--- src/rtl/enemy_march_ctrl.sv ---
// enemy_march_ctrl
//   Formation-level march controller. It looks at the live extent of every
//   enemy column and produces the shared step commands that all columns apply.
//   The march period shortens as columns die. The block also flags game-over
//   (any column has landed) and wave-cleared (every column is dead).
// Ports
//   clk_i, reset_ni        : clock and synchronous active-low reset
//   frame_i                : one-cycle pulse per video frame
//   column_left_i/right_i  : packed 10-bit extents, column k at [10k+9:10k]
//   column_dead_i          : per-column all-dead flags
//   column_landed_i        : per-column landed flags
//   step_right/left/down_o : one-cycle step commands (mutually exclusive)
//   dir_right_o            : current march direction (1 = right)
//   step_px_o              : horizontal step size in pixels
//   period_o               : frames per step currently in force
//   game_over_o, cleared_o : sticky terminal indications
module enemy_march_ctrl #(
  parameter int unsigned num_columns_p  = 11,
  parameter logic [9:0]  screen_left_p  = 10'd8,
  parameter logic [9:0]  screen_right_p = 10'd631,
  parameter logic [9:0]  step_px_p      = 10'd2,
  parameter logic [5:0]  base_period_p  = 6'd32,
  parameter logic [5:0]  speedup_p      = 6'd2,
  parameter logic [5:0]  min_period_p   = 6'd4
) (
  input  logic                       clk_i,
  input  logic                       reset_ni,
  input  logic                       frame_i,
  input  logic [10*num_columns_p-1:0] column_left_i,
  input  logic [10*num_columns_p-1:0] column_right_i,
  input  logic [num_columns_p-1:0]   column_dead_i,
  input  logic [num_columns_p-1:0]   column_landed_i,
  output logic                       step_right_o,
  output logic                       step_left_o,
  output logic                       step_down_o,
  output logic                       dir_right_o,
  output logic [9:0]                 step_px_o,
  output logic [5:0]                 period_o,
  output logic                       game_over_o,
  output logic                       cleared_o
);

  typedef enum logic [1:0] {MARCH_R = 2'd0, MARCH_L = 2'd1, HALT = 2'd2} state_e;

  state_e     state_q, state_d;
  logic [5:0] count_q, count_d;
  logic [5:0] period_q, period_d;
  logic       right_q, right_d, left_q, left_d, down_q, down_d;
  logic       dir_q, dir_d, go_q, go_d, clr_q, clr_d;

  logic [9:0]  min_left, max_right;
  logic [7:0]  dead_count;
  logic [13:0] dec;
  logic [5:0]  target;
  logic        tick, right_hit, left_hit, landed_any, all_dead;

  // Extent over live columns only; dead columns may hold stale positions.
  always_comb begin
    min_left   = 10'h3FF;
    max_right  = '0;
    dead_count = '0;
    for (int k = 0; k < int'(num_columns_p); k++) begin
      if (!column_dead_i[k]) begin
        if (column_left_i[10*k +: 10] < min_left)   min_left  = column_left_i[10*k +: 10];
        if (column_right_i[10*k +: 10] > max_right) max_right = column_right_i[10*k +: 10];
      end
      dead_count = dead_count + 8'(column_dead_i[k]);
    end
  end

  // Saturating period: anything at or below the floor (including a negative
  // difference) clamps to min_period_p.
  always_comb begin
    dec = 14'(speedup_p) * 14'(dead_count);
    if (dec >= 14'(base_period_p) ||
        (14'(base_period_p) - dec) < 14'(min_period_p))
      target = min_period_p;
    else
      target = base_period_p - 6'(dec);
  end

  assign landed_any = |column_landed_i;
  assign all_dead   = &column_dead_i;
  assign tick       = frame_i && (count_q == period_q - 6'd1);
  // 11-bit compares so edge + step cannot wrap.
  assign right_hit  = ({1'b0, max_right} + {1'b0, step_px_p}) > {1'b0, screen_right_p};
  assign left_hit   = {1'b0, min_left} < ({1'b0, screen_left_p} + {1'b0, step_px_p});

  // State register
  always_ff @(posedge clk_i) begin
    if (!reset_ni) state_q <= MARCH_R;
    else           state_q <= state_d;
  end

  // Next-state logic; a halt condition overrides a coincident tick.
  always_comb begin
    state_d = state_q;
    case (state_q)
      MARCH_R: if (landed_any || all_dead) state_d = HALT;
               else if (tick && right_hit) state_d = MARCH_L;
      MARCH_L: if (landed_any || all_dead) state_d = HALT;
               else if (tick && left_hit)  state_d = MARCH_R;
      HALT:    state_d = HALT;
      default: state_d = MARCH_R;
    endcase
  end

  // Output / datapath next values
  always_comb begin
    right_d  = 1'b0;
    left_d   = 1'b0;
    down_d   = 1'b0;
    go_d     = go_q;
    clr_d    = clr_q;
    count_d  = count_q;
    period_d = period_q;
    if (state_q == MARCH_R || state_q == MARCH_L) begin
      if (landed_any)    go_d  = 1'b1;
      else if (all_dead) clr_d = 1'b1;
      else if (frame_i) begin
        if (tick) begin
          count_d  = '0;
          period_d = target;
          if (state_q == MARCH_R) begin
            down_d  = right_hit;
            right_d = !right_hit;
          end else begin
            down_d  = left_hit;
            left_d  = !left_hit;
          end
        end else begin
          count_d = count_q + 6'd1;
        end
      end
    end
    // Direction follows the state; HALT keeps the last one.
    case (state_d)
      MARCH_R: dir_d = 1'b1;
      MARCH_L: dir_d = 1'b0;
      default: dir_d = dir_q;
    endcase
  end

  always_ff @(posedge clk_i) begin
    if (!reset_ni) begin
      count_q  <= '0;
      period_q <= base_period_p;
      right_q  <= 1'b0;
      left_q   <= 1'b0;
      down_q   <= 1'b0;
      dir_q    <= 1'b1;
      go_q     <= 1'b0;
      clr_q    <= 1'b0;
    end else begin
      count_q  <= count_d;
      period_q <= period_d;
      right_q  <= right_d;
      left_q   <= left_d;
      down_q   <= down_d;
      dir_q    <= dir_d;
      go_q     <= go_d;
      clr_q    <= clr_d;
    end
  end

  assign step_right_o = right_q;
  assign step_left_o  = left_q;
  assign step_down_o  = down_q;
  assign dir_right_o  = dir_q;
  assign step_px_o    = step_px_p;
  assign period_o     = period_q;
  assign game_over_o  = go_q;
  assign cleared_o    = clr_q;

endmodule

--- config.mk ---
export PLATFORM = sky130hd
export DESIGN_NAME = enemy_march_ctrl
export DESIGN_NICKNAME = d
export VERILOG_FILES = /design/src/rtl/enemy_march_ctrl.sv
export SDC_FILE = /design/constraint.sdc
export NUM_CORES = 1
export LEC_CHECK = 0
export BUFFER_PORTS_ARGS = -buffer_cell sky130_fd_sc_hd__buf_2
export CORE_MARGIN = 1.5
export CORE_UTILIZATION = 45
export CTS_CLUSTER_SIZE = 12
export DETAILED_ROUTE_END_ITERATION = 8
export PLACE_DENSITY = 0.81
export REMOVE_ABC_BUFFERS = 1
export SYNTH_ARGS = -nofsm -noshare
export SYNTH_HDL_FRONTEND = slang
export SYNTH_SLANG_ARGS = --single-unit
--- constraint.sdc ---
create_clock -name clk_i -period 21.4 [get_ports clk_i]
set_input_delay 1.07 -clock clk_i [delete_from_list [all_inputs] [get_ports clk_i]]
set_output_delay 1.07 -clock clk_i [all_outputs]
set_load 0.05 [all_outputs]
* Word-level counts from Yosys, hierarchy flattened
Index checks and enable logic that the tools add are counted.
** Storage, ports and cells
- Register bits :: 20
- Latch bits :: 0
- Memory bits (writable) :: 0
- Bits in read-only memories :: 0
- Memories :: 0
** Operators by class
- Add/subtract/negate cells :: 15
- Multipliers :: 0
- Div/mod/pow operators :: 0
- Order comparisons :: 26
- Equal/unequal tests :: 4
- Shift operators :: 0
- Multiplexer cells :: 53
- Bitwise operators :: 7
- Reduce and logical (&&, ||, !) cells :: 20
** Operators by type and width (count)
- 10-bit two-way mux :: 44
- 10-bit > comparator :: 10
- 10-bit < comparator :: 10
- 17-bit OR reduction :: 2
- 8-bit by 1-bit adder with 8-bit output :: 3
- 16-bit OR reduction :: 1
- 14-bit by 3-bit < comparator with 1-bit output (second input constant) :: 1
- 13-bit AND reduction :: 1
- 6-bit two-way mux :: 2
- 10-bit by 2-bit adder with 11-bit output (second input constant) :: 1
- 11-bit by 10-bit > comparator with 1-bit output (second input constant) :: 1
- 11-bit AND reduction :: 1
- 11-bit OR reduction :: 1
- 10-bit by 1-bit > comparator with 1-bit output (second input constant) :: 1
- 10-bit < comparator (second input constant) :: 1
- 10-bit by 4-bit < comparator with 1-bit output (second input constant) :: 1
- 6-bit by 9-bit subtractor with 10-bit output (first input constant) :: 1
- 9-bit by 6-bit greater-or-equal comparator with 1-bit output (second input constant) :: 1
- 7-bit by 1-bit adder with 8-bit output :: 1
- 2-bit two-way mux :: 4
- 6-bit by 1-bit adder with 7-bit output :: 1
- 1-bit NOT :: 7
- 5-bit by 1-bit adder with 6-bit output :: 1
- 6-bit by 1-bit adder with 6-bit output (second input constant) :: 1
- 20 further kinds :: 27

* Longest topological paths before layout
- Depth in word-level cells :: 41
- Depth in mapped cells :: 137
- Gate-level depth less buffers :: 130

* Worst setup path after synthesis
OpenSTA, ideal clock, no wires.
- Path type :: input port to flip-flop
- Start :: in column_dead_i[0]
- End :: reg state_q[0]
- Library setup time :: 0.114 ns
- Arrival time :: 22.439 ns
- Required time :: 21.286 ns
- Path slack :: -1.154 ns
- Cell stages on the path :: 135
- Cell sequence :: clkbuf_1 nor2_1 ha_1 a21o_1 a21o_1 a21o_1 a21o_1 a21o_1 a21o_1 a21o_1 a21o_1 a211o_1 clkbuf_1 clkbuf_1 nand2_1 o21a_1 inv_1 ha_1 [... 99 more ...] nor4b_1 a21oi_1 clkbuf_1 o21ai_0 ha_1 a21o_1 a21oi_1 nor2b_1 o21ai_0 nand2b_1 a21oi_1 nor2b_1 o21ai_0 nand3_1 nand4b_1 o41ai_1 a21oi_1 a21bo_1
** Between the ends
- Word-level cells in the longest chain between the ends :: 37
** RTL lines
- from (decl) :: RTL line 31 : input logic [num_columns_p-1:0] column_dead_i,
- 10-bit two-way mux :: RTL line 63 : if (!column_dead_i[k]) begin
- 10-bit > comparator :: RTL line 65 : if (column_right_i[10*k +: 10] > max_right) max_right = column_right_i[10*k +: 10];
- 10-bit two-way mux :: RTL line 65
- 10-bit two-way mux :: RTL line 63
- 10-bit > comparator :: RTL line 65
- 10-bit two-way mux :: RTL line 65
- 10-bit two-way mux :: RTL line 63
- 10-bit > comparator :: RTL line 65
- [... 21 more ...]
- 10-bit two-way mux :: RTL line 65
- 10-bit two-way mux :: RTL line 63
- 10-bit by 2-bit adder with 11-bit output :: RTL line 86 : assign right_hit = ({1'b0, max_right} + {1'b0, step_px_p}) > {1'b0, screen_right_p};
- 11-bit by 10-bit > comparator with 1-bit output :: RTL line 86
- 1-bit logical AND :: RTL line 100 : else if (tick && right_hit) state_d = MARCH_L;
- 2-bit two-way mux :: RTL line 100
- 2-bit two-way mux :: RTL line 99 : MARCH_R: if (landed_any || all_dead) state_d = HALT;
- 2-bit case mux with 3 select lines * :: RTL line 98 : case (state_q)
- to (signal assigned) :: RTL line 92 : else state_q <= state_d;
- to (decl) :: RTL line 45 : state_e state_q, state_d;
Every way passes the cells marked *; elsewhere a longest branch is shown, timed or not.
A chain may end at the register's enable or synchronous reset.

* Worst setup path after layout
Ends and elaborated chain as after synthesis.

==> flow_results.org <==
** Pwr
- Of the total power, combinational logic draws 0.929.
- Fraction of power consumed by sequential logic :: 0.034
- IR Drop Worst-Case VDD :: 0.0457 mV
- Switching fraction of total power :: 0.516
- Clock share of power :: 0.037
- For this design the ratio of total power to cell area is 82.3 nW/µm².
- Design internal power :: 508 µW
- Leakage power figure :: 0.00654 µW
- For this design the total switching power over the nets is 541 µW.

** Min path
- Min-Delay Endpoint :: game_over_o
- The min-delay analysis places its worst path in the category flip-flop to flip-flop.
- Hold Crit Start :: game_over_o
- Hold Path Cell Cnt :: 1

** Yosys
- Synthesized cell area :: 9490 µm²
- Of the total synthesized cell area, the portion taken by full adders, half adders and majority gates is 0.253.
- The synthesized design contains 0 enable-type register cells.
- Most repeated cell in the gate-level netlist after synthesis :: sky130_fd_sc_hd__ha_1
- Mean post-synth cell area :: 7.23 µm²
- After synthesis, the share of flip-flops with an asynchronous set or reset is 0.
- Number of warnings printed during yosys synthesis :: 0
- Flop and latch count out of synthesis :: 19
- Gate Count Post-Synth :: 1313
- The share of the Yosys chip area taken by registers is 0.0401.
- XOR/XNOR share of the synthesized area :: 0.0313
- Dominant combinational cell family by area after synthesis :: compound AO/OA/AOI/OAI gates
- The compound-gate portion of the synthesized area was 0.266.
- Most area-consuming cells after synthesis :: sky130_fd_sc_hd__ha_1 24%, sky130_fd_sc_hd__inv_1 6.2%, sky130_fd_sc_hd__mux2_2 5.8%
- By count the netlist is led by 181 x sky130_fd_sc_hd__ha_1, 156 x sky130_fd_sc_hd__inv_1, 109 x sky130_fd_sc_hd__nand2_1, 109 x sky130_fd_sc_hd__nor2_1, 99 x sky130_fd_sc_hd__a21oi_1.
- After synthesis, the share of cell area in mux cells is 0.115.
- Ys flop type :: sky130_fd_sc_hd__dfxtp_1
- Simple logic cell fraction of the synthesized area :: 0.208
- Yosys mapped the design onto 96 distinct sky130hd cell types.
- The biggest area contributor in the post-synthesis netlist is sky130_fd_sc_hd__ha_1.
- Of the post-synthesis cell area, the dominant cell type holds 0.239.

** STA
- Skew final :: 0.00247 ns
- Period utilization :: 0.975
- Total Neg Setup Slack :: 0 ns
- In this run the tightest slew margin relative to its limit is 0.519.
- Number of endpoints with negative hold slack in the final report :: 0
- Minimum clock period after layout :: 20.87 ns
- At the pin with the least slew margin, the transition time is 0.703 ns.
- Maximum achievable frequency :: 47.9 MHz
- The tightest hold path in the finished design has a slack of 0.462 ns.
- Setup violations remaining at the end of the flow were counted as 0.
- Count of pins over their slew limit :: 0

** GRT
- Entering global routing, the biggest net connects 23 pins.
- Global routing finished with a remaining overflow of 0.
- The initial antenna violation count was 12.
- The first global-routing pass estimated 47800 µm of wire.
- Via count of the first global-routing pass :: 10500
- Overall track demand over capacity in global routing :: 0.259

** CTS
- Clock-pin slew was measured on the worst setup and hold paths at 0.05 ns.
- Root buffer cell :: sky130_fd_sc_hd__clkbuf_16
- Clock buffer count from CTS :: 3
- H-tree lvl count :: 1
- Clock tree from TritonCTS :: built
- Sinks on the clock net :: 19
- Clock latency on the worst-skew pair, taken at its later pin, is 0.25 ns.
- In this run the deepest clock path goes through 2 buffers.

** Place
- The congestion estimate from routability-driven global placement came to 1.05.
- Final HPWL DP :: 26000 µm
- Port Buf Inserts :: 255

** Floorplanning
- From left edge to right edge, the die measures 148 µm.
- CORE AREA :: 20400 µm²
- Die area :: 22000 µm²
- 267 I/O pins were placed.
- For this configuration, the core starts out at a cell density of 0.464.
- Die Height :: 148 µm
- Count of standard-cell rows :: 52

** Critical path
- WP data arrival :: 21.07 ns
- For this design, the slowest cell found on the critical path is sky130_fd_sc_hd__a2111oi_1.
- R2R cell count :: 9
- Data on the critical path is required at its endpoint by 21.60 ns.
- In this run the register-to-register setup slack is 18.95 ns.
- Cell class contributing the biggest share of worst-path delay :: compound AO/OA/AOI/OAI gates
- STA classifies the critical path endpoint as a flip-flop.
- Critical register-to-register path endpoint :: state_q[0]
- Largest stage delay, worst path :: 0.60 ns
- The critical path is of the input pin to flip-flop type.
- STA classifies the critical path startpoint as an input pin.
- By instance count, the cell type seen most on the critical path is sky130_fd_sc_hd__ha_1.
- The number of buffers and inverters on the critical path is 18.
- Of all nets on the critical path, the largest fanout is 9.
- Critical R2R Launch :: period_o[1]

** Drt
- In the final routed layout, each cell accounts on average for 16.6 µm.
- Pre-Repair DR Iteration Count :: 6
- Number of design rule violations left after detail routing :: 0
- Via count :: 11400
- Post-DRT Antenna Nets :: 0
- In this run, the number of DRC markers left after iteration 0 of detailed routing was 894.
- After detailed routing, the total wire length is 32600 µm.
- Avg Vias per Cell :: 5.80

** Job
- Across the run, the number of max-cap violations was 0.

** Run status
- Status :: complete, no violations

** Final layout
- Count of nets after finishing :: 2115
- The area growth from synthesis to layout is 34.4%.
- In the final layout, the share of cells above drive strength 1 is 0.347.
-- repair_timing --
action | CTS | global route
gates cloned | 2 | 3
pin swaps | 5 | 74
setup buffers | 2 | 46
hold buffers | 0 | 0
endpoints found under the setup margin | 4 | 5
resized for setup | 21 | 156
-- power groups by stage --
stage	Combinational, µW	Clock (µW)	Sequential, µW
after global placement	784	0	36.6
after detailed placement	809	0	36.6
after CTS	836	38.9	35.8
after global routing	1070	40.0	35.8
after floorplan	560	0	37.0
final	974	38.6	35.8
-- cell usage in the layout, fill, tap and decap left out, types with 11 or more instances in the layout --
cell                       netlist  routed
sky130_fd_sc_hd__a211oi_1       17      12
sky130_fd_sc_hd__a21o_1         38      38
sky130_fd_sc_hd__a21oi_1        99      76
sky130_fd_sc_hd__a21oi_2         1      23
sky130_fd_sc_hd__buf_2           4     255
sky130_fd_sc_hd__buf_4          11     125
sky130_fd_sc_hd__conb_1          2      11
sky130_fd_sc_hd__dfxtp_1        19      19
sky130_fd_sc_hd__diode_2         0      12
sky130_fd_sc_hd__ha_1          181     177
sky130_fd_sc_hd__inv_1         156     154
sky130_fd_sc_hd__mux2_2         49      47
sky130_fd_sc_hd__mux2i_1        45      33
sky130_fd_sc_hd__nand2_1       109     105
sky130_fd_sc_hd__nand2b_1       23      23
sky130_fd_sc_hd__nand3_1        31      31
sky130_fd_sc_hd__nand4_1        25      25
sky130_fd_sc_hd__nor2_1        109     100
sky130_fd_sc_hd__nor2b_1        30      30
sky130_fd_sc_hd__nor3_1         22      15
sky130_fd_sc_hd__o21a_1         18      18
sky130_fd_sc_hd__o21ai_0        82      48
sky130_fd_sc_hd__o21ai_1         4      26
sky130_fd_sc_hd__o21ai_2         1      13
sky130_fd_sc_hd__xnor2_1        21      21
sky130_fd_sc_hd__xor2_1         11      11
-- layout make-up --
class | count | area (µm²)
Multi-Input combinational cell | 1110 | 8970
Fill cell | 1753 | 7680
Antenna cell | 12 | 30.0
Clock buffer | 3 | 75.1
Tap cell | 270 | 338
Timing Repair Buffer | 391 | 2350
Sequential cell | 19 | 380
Inverter | 157 | 594
Clock inverter | 1 | 5.00
-- worst reg2reg max path: stages, from the launching register on --
cell	delay (ns)
sky130_fd_sc_hd__dfxtp_1	0.41
sky130_fd_sc_hd__inv_1	0.07
sky130_fd_sc_hd__ha_1	0.22
sky130_fd_sc_hd__xor2_1	0.15
sky130_fd_sc_hd__o31ai_1	0.25
sky130_fd_sc_hd__o2111ai_1	0.20
sky130_fd_sc_hd__nor2_1	0.32
sky130_fd_sc_hd__nand3_1	0.15
sky130_fd_sc_hd__or4_1	0.44
sky130_fd_sc_hd__a21bo_1	0.19
-- worst max path at each step --
| stage | depth (start not counted) | start | slack [ns] | to |
|---|---|---|---|---|
| 5_1_grt | 106 | column_dead_i[0] | -0.46 | state_q[0] |
| 3_5_place_dp | 110 | column_dead_i[0] | -1.09 | state_q[0] |
| 3_3_place_gp | 111 | column_dead_i[0] | -0.67 | state_q[0] |
| 6_report | 105 | column_dead_i[0] | 0.53 | state_q[0] |
| 4_1_cts | 110 | column_dead_i[0] | -0.03 | state_q[0] |
| 2_1_floorplan | 127 | column_dead_i[0] | -0.74 | state_q[0] |
-- metal layers --
metal | global-route usage | routed length, µm | vias up
met5 | 0 | 13 | -
met4 | 0.102 | 1150 | 2
met3 | 0.0313 | 2430 | 95
met2 | 0.443 | 15300 | 546
met1 | 0.332 | 13700 | 5233
li1 | - | - | 5504
-- metrics by stage --
stage               std cells  setup slack [ns]  power (µW)   util  instance area (µm²)
floorplan                1281            -0.737         597      -                 9300
global placement         1894            -0.672         821  0.567                11600
detailed placement       1894             -1.09         845  0.567                11600
CTS                      1902           -0.0305         911  0.576                11800
finish                   1963             0.527        1050  0.624                12700
global route             1961            -0.462        1140  0.624                12700
-- state kept, by name, summed over array words and instances (netlist names) --
name          flops
step_right_o      1
count_q           6
period_o          5
state_q           2
step_left_o       1
dir_right_o       1
game_over_o       1
cleared_o         1
step_down_o       1
-- kinds of logic after synthesis --
group | after synthesis
other cells | 2
buf+inv | 198
xor+xnor | 33
mux | 100
compound gates | 368
flops | 19
simple gates | 405
fa+ha+maj | 188
No activity file was read; power rests on OpenSTA's default activity.
